==> config.mk <==
export PLATFORM = sky130hd
export DESIGN_NAME = block_transfer_sequencer
export DESIGN_NICKNAME = d
export VERILOG_FILES = /design/src/rtl/block_transfer_sequencer.sv
export SDC_FILE = /design/constraint.sdc
export NUM_CORES = 1
export LEC_CHECK = 0
export ABC_CLOCK_PERIOD_IN_PS = 7000
export CORE_MARGIN = 1
export CORE_UTILIZATION = 55
export CTS_BUF_LIST = sky130_fd_sc_hd__clkbuf_2
export DETAILED_ROUTE_END_ITERATION = 10
export GPL_ROUTABILITY_DRIVEN = 0
export PLACE_DENSITY = 0.85
export SYNTH_ARGS = -nofsm -noshare
export SYNTH_HDL_FRONTEND = slang
export SYNTH_SLANG_ARGS = --single-unit
==> constraint.sdc <==
create_clock -name CLK -period 7 [get_ports CLK]
set_input_delay 1.05 -clock CLK [delete_from_list [all_inputs] [get_ports CLK]]
set_output_delay 1.05 -clock CLK [all_outputs]
set_load 0.01 [all_outputs]
==> src/rtl/block_transfer_sequencer.sv <==
// Block transfer sequencer for LDM/STM: walks a register list lowest-first,
// issues one memory word access per register, writes loaded words into the
// register file and optionally writes back the updated base register.
//
// state    | meaning
// ---------+-----------------------------------------------------------
// S_IDLE   | waiting for START; operands captured on acceptance
// S_XFER   | memory access for lowest pending register, held until ready
// S_LOADWB | register-file write of the word just loaded
// S_BASEWB | register-file write of the updated base register
// S_DONE   | one-cycle completion pulse
module block_transfer_sequencer (
  input  logic        CLK,
  input  logic        RESET_N,
  input  logic        START,
  input  logic        L,
  input  logic        U,
  input  logic        P,
  input  logic        W,
  input  logic [3:0]  RN,
  input  logic [15:0] REG_LIST,
  input  logic [31:0] BASE,
  input  logic [31:0] MEM_DATA_IN,
  input  logic        MEM_READY,
  output logic [31:0] MEM_ADDR,
  output logic        MEM_RD,
  output logic        MEM_WR,
  output logic [3:0]  RC,
  output logic [31:0] PW,
  output logic [3:0]  RW,
  output logic        E,
  output logic        BUSY,
  output logic        DONE
);

  typedef enum logic [2:0] {
    S_IDLE   = 3'd0,
    S_XFER   = 3'd1,
    S_LOADWB = 3'd2,
    S_BASEWB = 3'd3,
    S_DONE   = 3'd4
  } state_t;

  state_t      state_q, state_d;

  // captured operation context, stable until the block returns to idle
  logic        l_q;
  logic        do_wb_q;
  logic [3:0]  rn_q;
  logic [31:0] wb_q;
  logic [15:0] pending_q;
  logic [31:0] addr_q;
  logic [31:0] load_data_q;
  logic [3:0]  load_k_q;

  // control strobes from the next-state logic into the datapath
  logic        capture;
  logic        advance;
  logic        load_cap;

  // start-of-operation arithmetic on the live inputs
  logic [4:0]  n_in;
  logic [31:0] span;
  logic [31:0] a0;
  logic [31:0] wb_val;
  logic        do_wb_in;

  // lowest pending register and the list with it removed
  logic [3:0]  k;
  logic [15:0] pending_clr;
  logic        last;

  // Count the registers in the request and derive start address and writeback.
  always_comb begin
    n_in = 5'd0;
    for (int i = 0; i < 16; i++) begin
      n_in = n_in + {4'd0, REG_LIST[i]};
    end
    span = {25'd0, n_in, 2'b00};
    case ({U, P})
      2'b10:   a0 = BASE;
      2'b11:   a0 = BASE + 32'd4;
      2'b00:   a0 = BASE - span + 32'd4;
      default: a0 = BASE - span;
    endcase
    wb_val = U ? (BASE + span) : (BASE - span);
    // a load that includes the base register lets the loaded value win
    do_wb_in = W & ~(L & REG_LIST[RN]);
  end

  // Priority-encode the lowest pending register.
  always_comb begin
    k = 4'd0;
    for (int i = 15; i >= 0; i--) begin
      if (pending_q[i]) k = 4'(i);
    end
    pending_clr = pending_q & ~(16'd1 << k);
    last        = (pending_clr == 16'd0);
  end

  // State register.
  always_ff @(posedge CLK or negedge RESET_N) begin
    if (!RESET_N) state_q <= S_IDLE;
    else          state_q <= state_d;
  end

  // Next-state logic and datapath strobes.
  always_comb begin
    state_d  = state_q;
    capture  = 1'b0;
    advance  = 1'b0;
    load_cap = 1'b0;
    case (state_q)
      S_IDLE: begin
        if (START) begin
          capture = 1'b1;
          state_d = (n_in == 5'd0) ? S_DONE : S_XFER;
        end
      end
      S_XFER: begin
        if (MEM_READY) begin
          advance = 1'b1;
          if (l_q) begin
            load_cap = 1'b1;
            state_d  = S_LOADWB;
          end else if (last) begin
            state_d = do_wb_q ? S_BASEWB : S_DONE;
          end else begin
            state_d = S_XFER;
          end
        end
      end
      S_LOADWB: begin
        if (pending_q == 16'd0) state_d = do_wb_q ? S_BASEWB : S_DONE;
        else                    state_d = S_XFER;
      end
      S_BASEWB: state_d = S_DONE;
      S_DONE:   state_d = S_IDLE;
      default:  state_d = S_IDLE;
    endcase
  end

  // Operation context: captured on start, list/address stepped per access.
  always_ff @(posedge CLK or negedge RESET_N) begin
    if (!RESET_N) begin
      l_q         <= 1'b0;
      do_wb_q     <= 1'b0;
      rn_q        <= 4'd0;
      wb_q        <= 32'd0;
      pending_q   <= 16'd0;
      addr_q      <= 32'd0;
      load_data_q <= 32'd0;
      load_k_q    <= 4'd0;
    end else begin
      if (capture) begin
        l_q       <= L;
        do_wb_q   <= do_wb_in;
        rn_q      <= RN;
        wb_q      <= wb_val;
        pending_q <= REG_LIST;
        addr_q    <= a0 & 32'hFFFF_FFFC;
      end else if (advance) begin
        pending_q <= pending_clr;
        addr_q    <= addr_q + 32'd4;
      end
      if (load_cap) begin
        load_data_q <= MEM_DATA_IN;
        load_k_q    <= k;
      end
    end
  end

  // Outputs decoded from state and registered context only, so a reset drops
  // every strobe immediately and nothing depends on MEM_READY or MEM_DATA_IN.
  always_comb begin
    MEM_ADDR = 32'd0;
    MEM_RD   = 1'b0;
    MEM_WR   = 1'b0;
    RC       = 4'd0;
    PW       = 32'd0;
    RW       = 4'd0;
    E        = 1'b0;
    DONE     = 1'b0;
    BUSY     = (state_q != S_IDLE);
    case (state_q)
      S_XFER: begin
        MEM_ADDR = addr_q;
        MEM_RD   = l_q;
        MEM_WR   = ~l_q;
        RC       = k;
      end
      S_LOADWB: begin
        E  = 1'b1;
        RW = load_k_q;
        PW = load_data_q;
      end
      S_BASEWB: begin
        E  = 1'b1;
        RW = rn_q;
        PW = wb_q;
      end
      S_DONE:  DONE = 1'b1;
      default: ;
    endcase
  end

endmodule

==> results of run 1 <==
-- stage by stage --
stage | utilization [%] | setup TNS, ns | instances | setup slack, ns
finish | 72.5 | 0 | 1850 | 0.141
global route | 72.5 | -0.0787 | 1850 | -0.0379
CTS | 72.3 | 0 | 1849 | 0.172
detailed placement | 70.7 | -12.15 | 1817 | -0.616
global placement | 70.7 | -7.77 | 1817 | -0.450
floorplan | - | 0 | 1336 | 0.149
-- where the power goes --
part / switching (mW) / internal, mW / total (mW)
clock: 0.316 / 0.271 / 0.587
combinational: 1.79 / 1.58 / 3.38
sequential: 0.323 / 1.05 / 1.37
-- cells in the final DEF (no fill, tap or decap), types with 8 or more instances in the layout --
| master | Yosys | final |
|---|---|---|
| nand2b_1 | 9 | 9 |
| buf_4 | 4 | 147 |
| nor2b_1 | 9 | 8 |
| a21oi_1 | 78 | 78 |
| mux2i_1 | 43 | 43 |
| o32ai_1 | 8 | 8 |
| nor2_1 | 124 | 123 |
| nand2_1 | 167 | 166 |
| clkbuf_2 | 0 | 17 |
| and2_1 | 34 | 34 |
| or4_1 | 8 | 8 |
| dfrtp_1 | 123 | 122 |
| clkdlybuf4s50_1 | 0 | 165 |
| inv_1 | 58 | 58 |
| mux2_2 | 34 | 34 |
| fa_1 | 12 | 12 |
| o21ai_0 | 95 | 95 |
| o22ai_1 | 14 | 13 |
| nand3_1 | 43 | 43 |
| a31oi_1 | 17 | 17 |
| xor2_1 | 37 | 37 |
| a211oi_1 | 12 | 12 |
| nor3_1 | 39 | 37 |
| and3_1 | 12 | 12 |
| xnor2_1 | 64 | 63 |
| nand4_1 | 17 | 17 |
| ha_1 | 21 | 20 |
| nor4_1 | 22 | 21 |
| or3_1 | 15 | 15 |
-- worst register-to-register path: cells and delay by family, from the launching register on --
family / cells / cell delay, ns
AND/OR/NAND/NOR: 3 / 1.30
AO/OA/AOI/OAI: 4 / 2.08
flip-flops: 1 / 0.50
-- final cells by class --
class | count | area, um2 | area share (%)
Inverter | 58 | 218 | 1.59
Clock inverter | 15 | 219 | 1.60
Timing Repair Buffer | 312 | 2760 | 20.1
Multi-Input combinational cell | 1064 | 7020 | 51.2
Tap cell | 260 | 325 | 2.37
Clock buffer | 17 | 85.1 | 0.621
Sequential cell | 123 | 3080 | 22.5
Antenna cell | 1 | 2.50 | 0.0183
-- path summary, 6_finish.rpt --
check / end / slack [ns] / depth (start not counted)
setup / recovery: addr_q[12] / 0.14 / 26
min in group CLK: load_k_q[2] / 0.51 / 2
setup reg to reg: state_q[2] / 3.00 / 7
max in group asynchronous: state_q[0] / 5.27 / 2
hold / removal: load_data_q[26] / 0.33 / 1
hold reg to reg: load_k_q[2] / 0.51 / 2
-- metal layers --
layer  routed length (um)  global-route usage [%]
met5                   16                       0
met4                 2580                    23.8
met3                 3890                    8.74
met2                16700                    58.9
met1                13500                    43.7
-- kinds of logic after synthesis --
family / Yosys count
other: 1
and+or+nand+nor: 532
AOI/OAI and AO/OA: 314
buffers and inverters: 149
xor gates and xnor gates: 101
DFF: 123
adders and majority gates: 33
muxes: 82
-- registers in the layout (all words and copies together), names as in the netlist --
signal and flops:
load_k_q 4, do_wb_q 1, wb_q 32, addr_q 30, state_q 3, rn_q 4, pending_q 16, load_data_q 32
l_q 1
==> impl_results.md, run 1 <==
* Multiplexer share of the synthesized area at between 8 and 9%
* Final wirelength at around 37000 um
* Startpoint Class: primary input
* Post-Synth Adder-Cell Area at under 10%
* Die X at approximately 140 um
* Post-CTS Resized at 0
* # nets final at around 1700
* Layout cell share with drive strength beyond 1 at ~16%
* Largest net degree at the start of global routing at 74
* Max Root-Sink Buffers at 2
* Slew margin rel. at 5.71%
* # setup viols final at 0
* Root Buffer: clkbuf_2
* Final-report hold violation count at 0
* Final Slew Violations at 0
* Synth Area in XOR/XNOR at 8.26%
* Cell taking the most area after synthesis: dfrtp_1
* Bufs and invs on worst path at 9
* Hold slack final at between 0.3 and 0.4 ns
* Sequential share of the synthesized area at between 20% and 30%
* Synth Area in Compound Gates at between 10% and 20%
* Largest cells by area after synthesis: dfrtp_1, nand2_1, xnor2_1
* VDD IR max at 220 uV
* Global Route Usage Sum at about 37%
* Initial DRC Count at 1369
* Hold buffers post-CTS at 0
* Synth unique cells at 87
* First-pass GRT wire length at 57000 um
* H-tree levels at 4
* Crit Path Class: in -> reg
* Number of global-route vias before repair at 11100
* Setup crit end kind: flop
* Clock tree from TritonCTS: done
* Top Family by Delay on Critical Path: adder cells
* Core area at approximately 19000 um2
* Detail Placement HPWL at 27000 um
* Worst Setup SP: REG_LIST[7]
* Num CTS Buffers at 17
* Synth-to-Final Area Change at 27.9%
* Leak at approximately 5.7 nW
* Synth Warn # at 0
* Total grt overflow at 0
* Largest family of logic cells by synthesized area: simple AND/OR/NAND/NOR gates
* HP Class: in -> async
* CP Data Required Time at roughly 7.6 ns
* Fillcell total at roughly 1400
* Die Span Y at ~140 um
* # rows at 50
* Worst r2r src: pending_q[7]
* Ys async rst share at 100%
* DR WL/cell at 19.8 um
* Crit-path slowest cell: a2111oi_0
* Post-CTS setup buffer count at 0
* Count leader, synth: nand2_1
* Worst slew pin tran at roughly 1.4 ns
* # DRC at 0
* # clock sinks at between 100 and 150
* Status: complete, no violations
* Yosys top cell area share at 28.7%
* Placed Area at roughly 13000 um2
* Number of synthesized register bits at between 100 and 150
* Clock skew after layout at between 0.07 and 0.08 ns
* CP dominant cell by count: inv_1
* Mean post-synth cell area at about 8 um2
* Post-synth EDFFs at 0
* Max-Cap Viols at 0
* Initial antenna violation count at 2
* Final period util at between 90% and 100%
* Pre-antenna DRT Iters at 8
* Port Buf Inserts at 166
* Cells after Synth at about 1300
* # IOs at approximately 170
* Clk_lat worst skew at ~0.8 ns
* Pwr/cell area at between 300 and 400 nW/um2
* Initial Util at around 57%
* Fin area at about 14000 um2
* Critical path's largest stage delay at 0.55 ns
* Top cells by count, synth: nand2_1, nor2_1, dfrtp_1
* Mapped Area at 10700 um2
* Max frequency at approximately 150 MHz
* Vias post-DR at about 12000
* Post-Synth Simple-Gate Area at about a quarter
* Data arrival, critical path at ~7.5 ns
* Clock transition at path regs at between 0.2 and 0.25 ns
* Tmin final at roughly 6.9 ns
* ANT nets after route at 0
* Via-to-Cell Ratio at between 6 and 7
* Primary FF master, synth: dfrtp_1
* Die area at roughly 20000 um2
* Overall power at 5.34 mW
* Crit path max fanout at 5
Power figures use the tool's default switching activity.
==> run 2: changes to the inputs <==
--- a/config.mk
+++ b/config.mk
@@ -6,11 +6,13 @@
 export NUM_CORES = 1
 export LEC_CHECK = 0
 export ABC_CLOCK_PERIOD_IN_PS = 7000
+export CORE_ASPECT_RATIO = 1.25
 export CORE_MARGIN = 1
 export CORE_UTILIZATION = 55
 export CTS_BUF_LIST = sky130_fd_sc_hd__clkbuf_2
 export DETAILED_ROUTE_END_ITERATION = 10
 export GPL_ROUTABILITY_DRIVEN = 0
+export HOLD_SLACK_MARGIN = 0.1
 export PLACE_DENSITY = 0.85
 export SYNTH_ARGS = -nofsm -noshare
 export SYNTH_HDL_FRONTEND = slang
==> run 2 against run 1 <==
Effect of this change: largest cell class unchanged; fmax up 0.39%; sequential share of layout area grew 0.16 points; non-clock buffer count decreased by 2; register-to-register slack better by 0.51 ns; clock skew shrank 0.028 ns; critical path type unchanged; critical endpoint is now addr_q[31].
==> impl_results.md, run 2 (same netlist as run 1, synthesis figures left out) <==
* # nets final at 1699
* Top Family by Delay on Critical Path: adder cells
* Detail Placement HPWL at approximately 28000 um
* Status: complete, no violations
* H-tree levels at 4
* Final Slew Violations at 0
* Synth-to-Final Area Change at 27.0%
* Leak at between 5 and 6 nW
* Most frequent cells in the layout: nand2_1, clkdlybuf4s50_1, buf_4
* Fillcell total at around 1400
* Clk_lat worst skew at 0.77 ns
* Combinational power share at 64.4%
* Die X at between 100 and 150 um
* Crit path max fanout at 7
* Root Buffer: clkbuf_2
* VDD IR max at roughly 260 uV
* Clock power frac at roughly 9.8%
* Largest regs: load_data_q: 32 flops, wb_q: 32 flops, addr_q: 30 flops
* Core area at 18900 um2
* Die Span Y at around 160 um
* DRT met1 WL at between 10000 and 15000 um
* Max Root-Sink Buffers at 2
* # IOs at 169
* Layout cell share with drive strength beyond 1 at 15.8%
* Clock tree from TritonCTS: done
* # DRC at 0
* Tmin final at around 6.8 ns
* # clock sinks at 123
* Bufs and invs on worst path at 9
* Cell Int Power at 2.81 mW
* Crit Path Class: in -> reg
* Commonest non-fill, non-tap cell in the layout: nand2_1
* Slew margin rel. at between 20% and 30%
* Max layer used: met4
* ANT nets after route at 0
* Placed Area at ~13000 um2
* Setup crit end kind: flop
* Overall power at roughly 5.3 mW
* Register area at approximately 3100 um2
* Worst slew pin tran at just over 1 ns
* Total grt overflow at 0
* Sw Pwr at 2.47 mW
* Max-Cap Viols at 0
* Largest net degree at the start of global routing at just under 70
* Crit-path slowest cell: fa_1
* # rows at 56
* First-pass GRT wire length at 57900 um
* DR WL/cell at 20.3 um
* Vias post-DR at 11700
* Initial antenna violation count at 1
* Initial Util at 56.6%
* Global Route Usage Sum at 37.4%
* Sw Share at 46.8%
* Final-report hold violation count at 0
* Met3 routed WL at ~3700 um
* CP dominant cell by count: inv_1
* Clock transition at path regs at ~0.25 ns
* Fin area at ~14000 um2
* Metal2 WL at about 17000 um
* Num CTS Buffers at 17
* Number of global-route vias before repair at 11100
* Multi-input gate area at roughly 7000 um2
* # setup viols final at 0
* Clock skew after layout at between 0.04 and 0.05 ns
* Die area at ~20000 um2
* Final Util at a little under three quarters
* Port Buf Inserts at approximately 170
* Pre-antenna DRT Iters at 8
* Initial DRC Count at approximately 1600
* Via-to-Cell Ratio at roughly 6.4
* Max frequency at approximately 150 MHz
* Final wirelength at ~37000 um
* Startpoint Class: primary input
* Data arrival, critical path at between 7 and 8 ns
* Pwr/cell area at about 390 nW/um2
* CP Data Required Time at roughly 7.7 ns
* Final period util at a little under 100%
* HP Class: in -> async
* Critical path's largest stage delay at 0.53 ns
* Reg power frac at 25.8%
-- run 2: cell count changes in the layout (fill, tap and decap cells not counted), moves of 2 or more --
cell,delta
clkinv_1,-2
buf_4,-3
inv_6,+3
clkinv_4,-2
inv_8,+3
bufinv_16,-3
-- run 2: cell type report --
type                       count  share of cell area (%)
multi-input combinational   1064                    51.5
tap                          232                    2.13
clock inverter                15                    1.32
antenna                        2                  0.0368
inverter                      58                    1.60
sequential                   123                    22.6
timing repair buffer         310                    20.2
clock buffer                  17                   0.625
-- run 2: timing repair --
item	CTS	global route
hold buffers	0	0
gates resized for setup	0	8
hold endpoints to repair	0	0
endpoints found under the setup margin	0	13
setup buffers	0	1
-- run 2: final timing paths --
kind,start,depth (start not counted),slack (ns),endpoint
max in group asynchronous,RESET_N,2,5.34,wb_q[21]
min in group CLK,do_wb_q,1,0.47,state_q[2]
hold / removal,RESET_N,1,0.29,rn_q[1]
setup reg to reg,pending_q[2],7,3.51,state_q[2]
setup / recovery,REG_LIST[5],27,0.17,addr_q[31]
hold reg to reg,do_wb_q,1,0.47,state_q[2]
-- run 2: worst register-to-register path: cells and delay by family, from the launching register on --
family | cells | cell delay [ns]
flops | 1 | 0.52
simple gates | 3 | 1.25
compound gates | 4 | 1.68
-- run 2: per-stage QoR --
stage	setup WS, ns	setup TNS (ns)	hold slack (ns)	cells
floorplan	0.149	0	0.445	1336
global placement	-0.412	-6.92	0.458	1786
detailed placement	-0.602	-12.14	0.464	1786
CTS	0.207	0	0.289	1818
global route	-0.0196	-0.0196	0.305	1820
finish	0.168	0	0.292	1821
-- run 2: metal layers --
layer	global-route usage [%]	up-vias
met4	23.3	0
met5	0	-
met2	62.1	809
li1	-	5228
met3	7.91	200
met1	44.3	5438
-- run 2: power by group through the flow --
stage          registers [mW]  logic (mW)  clock network, mW
4_1_cts                  1.35        3.31              0.521
3_3_place_gp             1.35        3.18                  0
6_report                 1.36        3.40              0.516
3_5_place_dp             1.37        3.28                  0
5_1_grt                  1.40        3.68              0.549
2_1_floorplan            1.25        2.07                  0
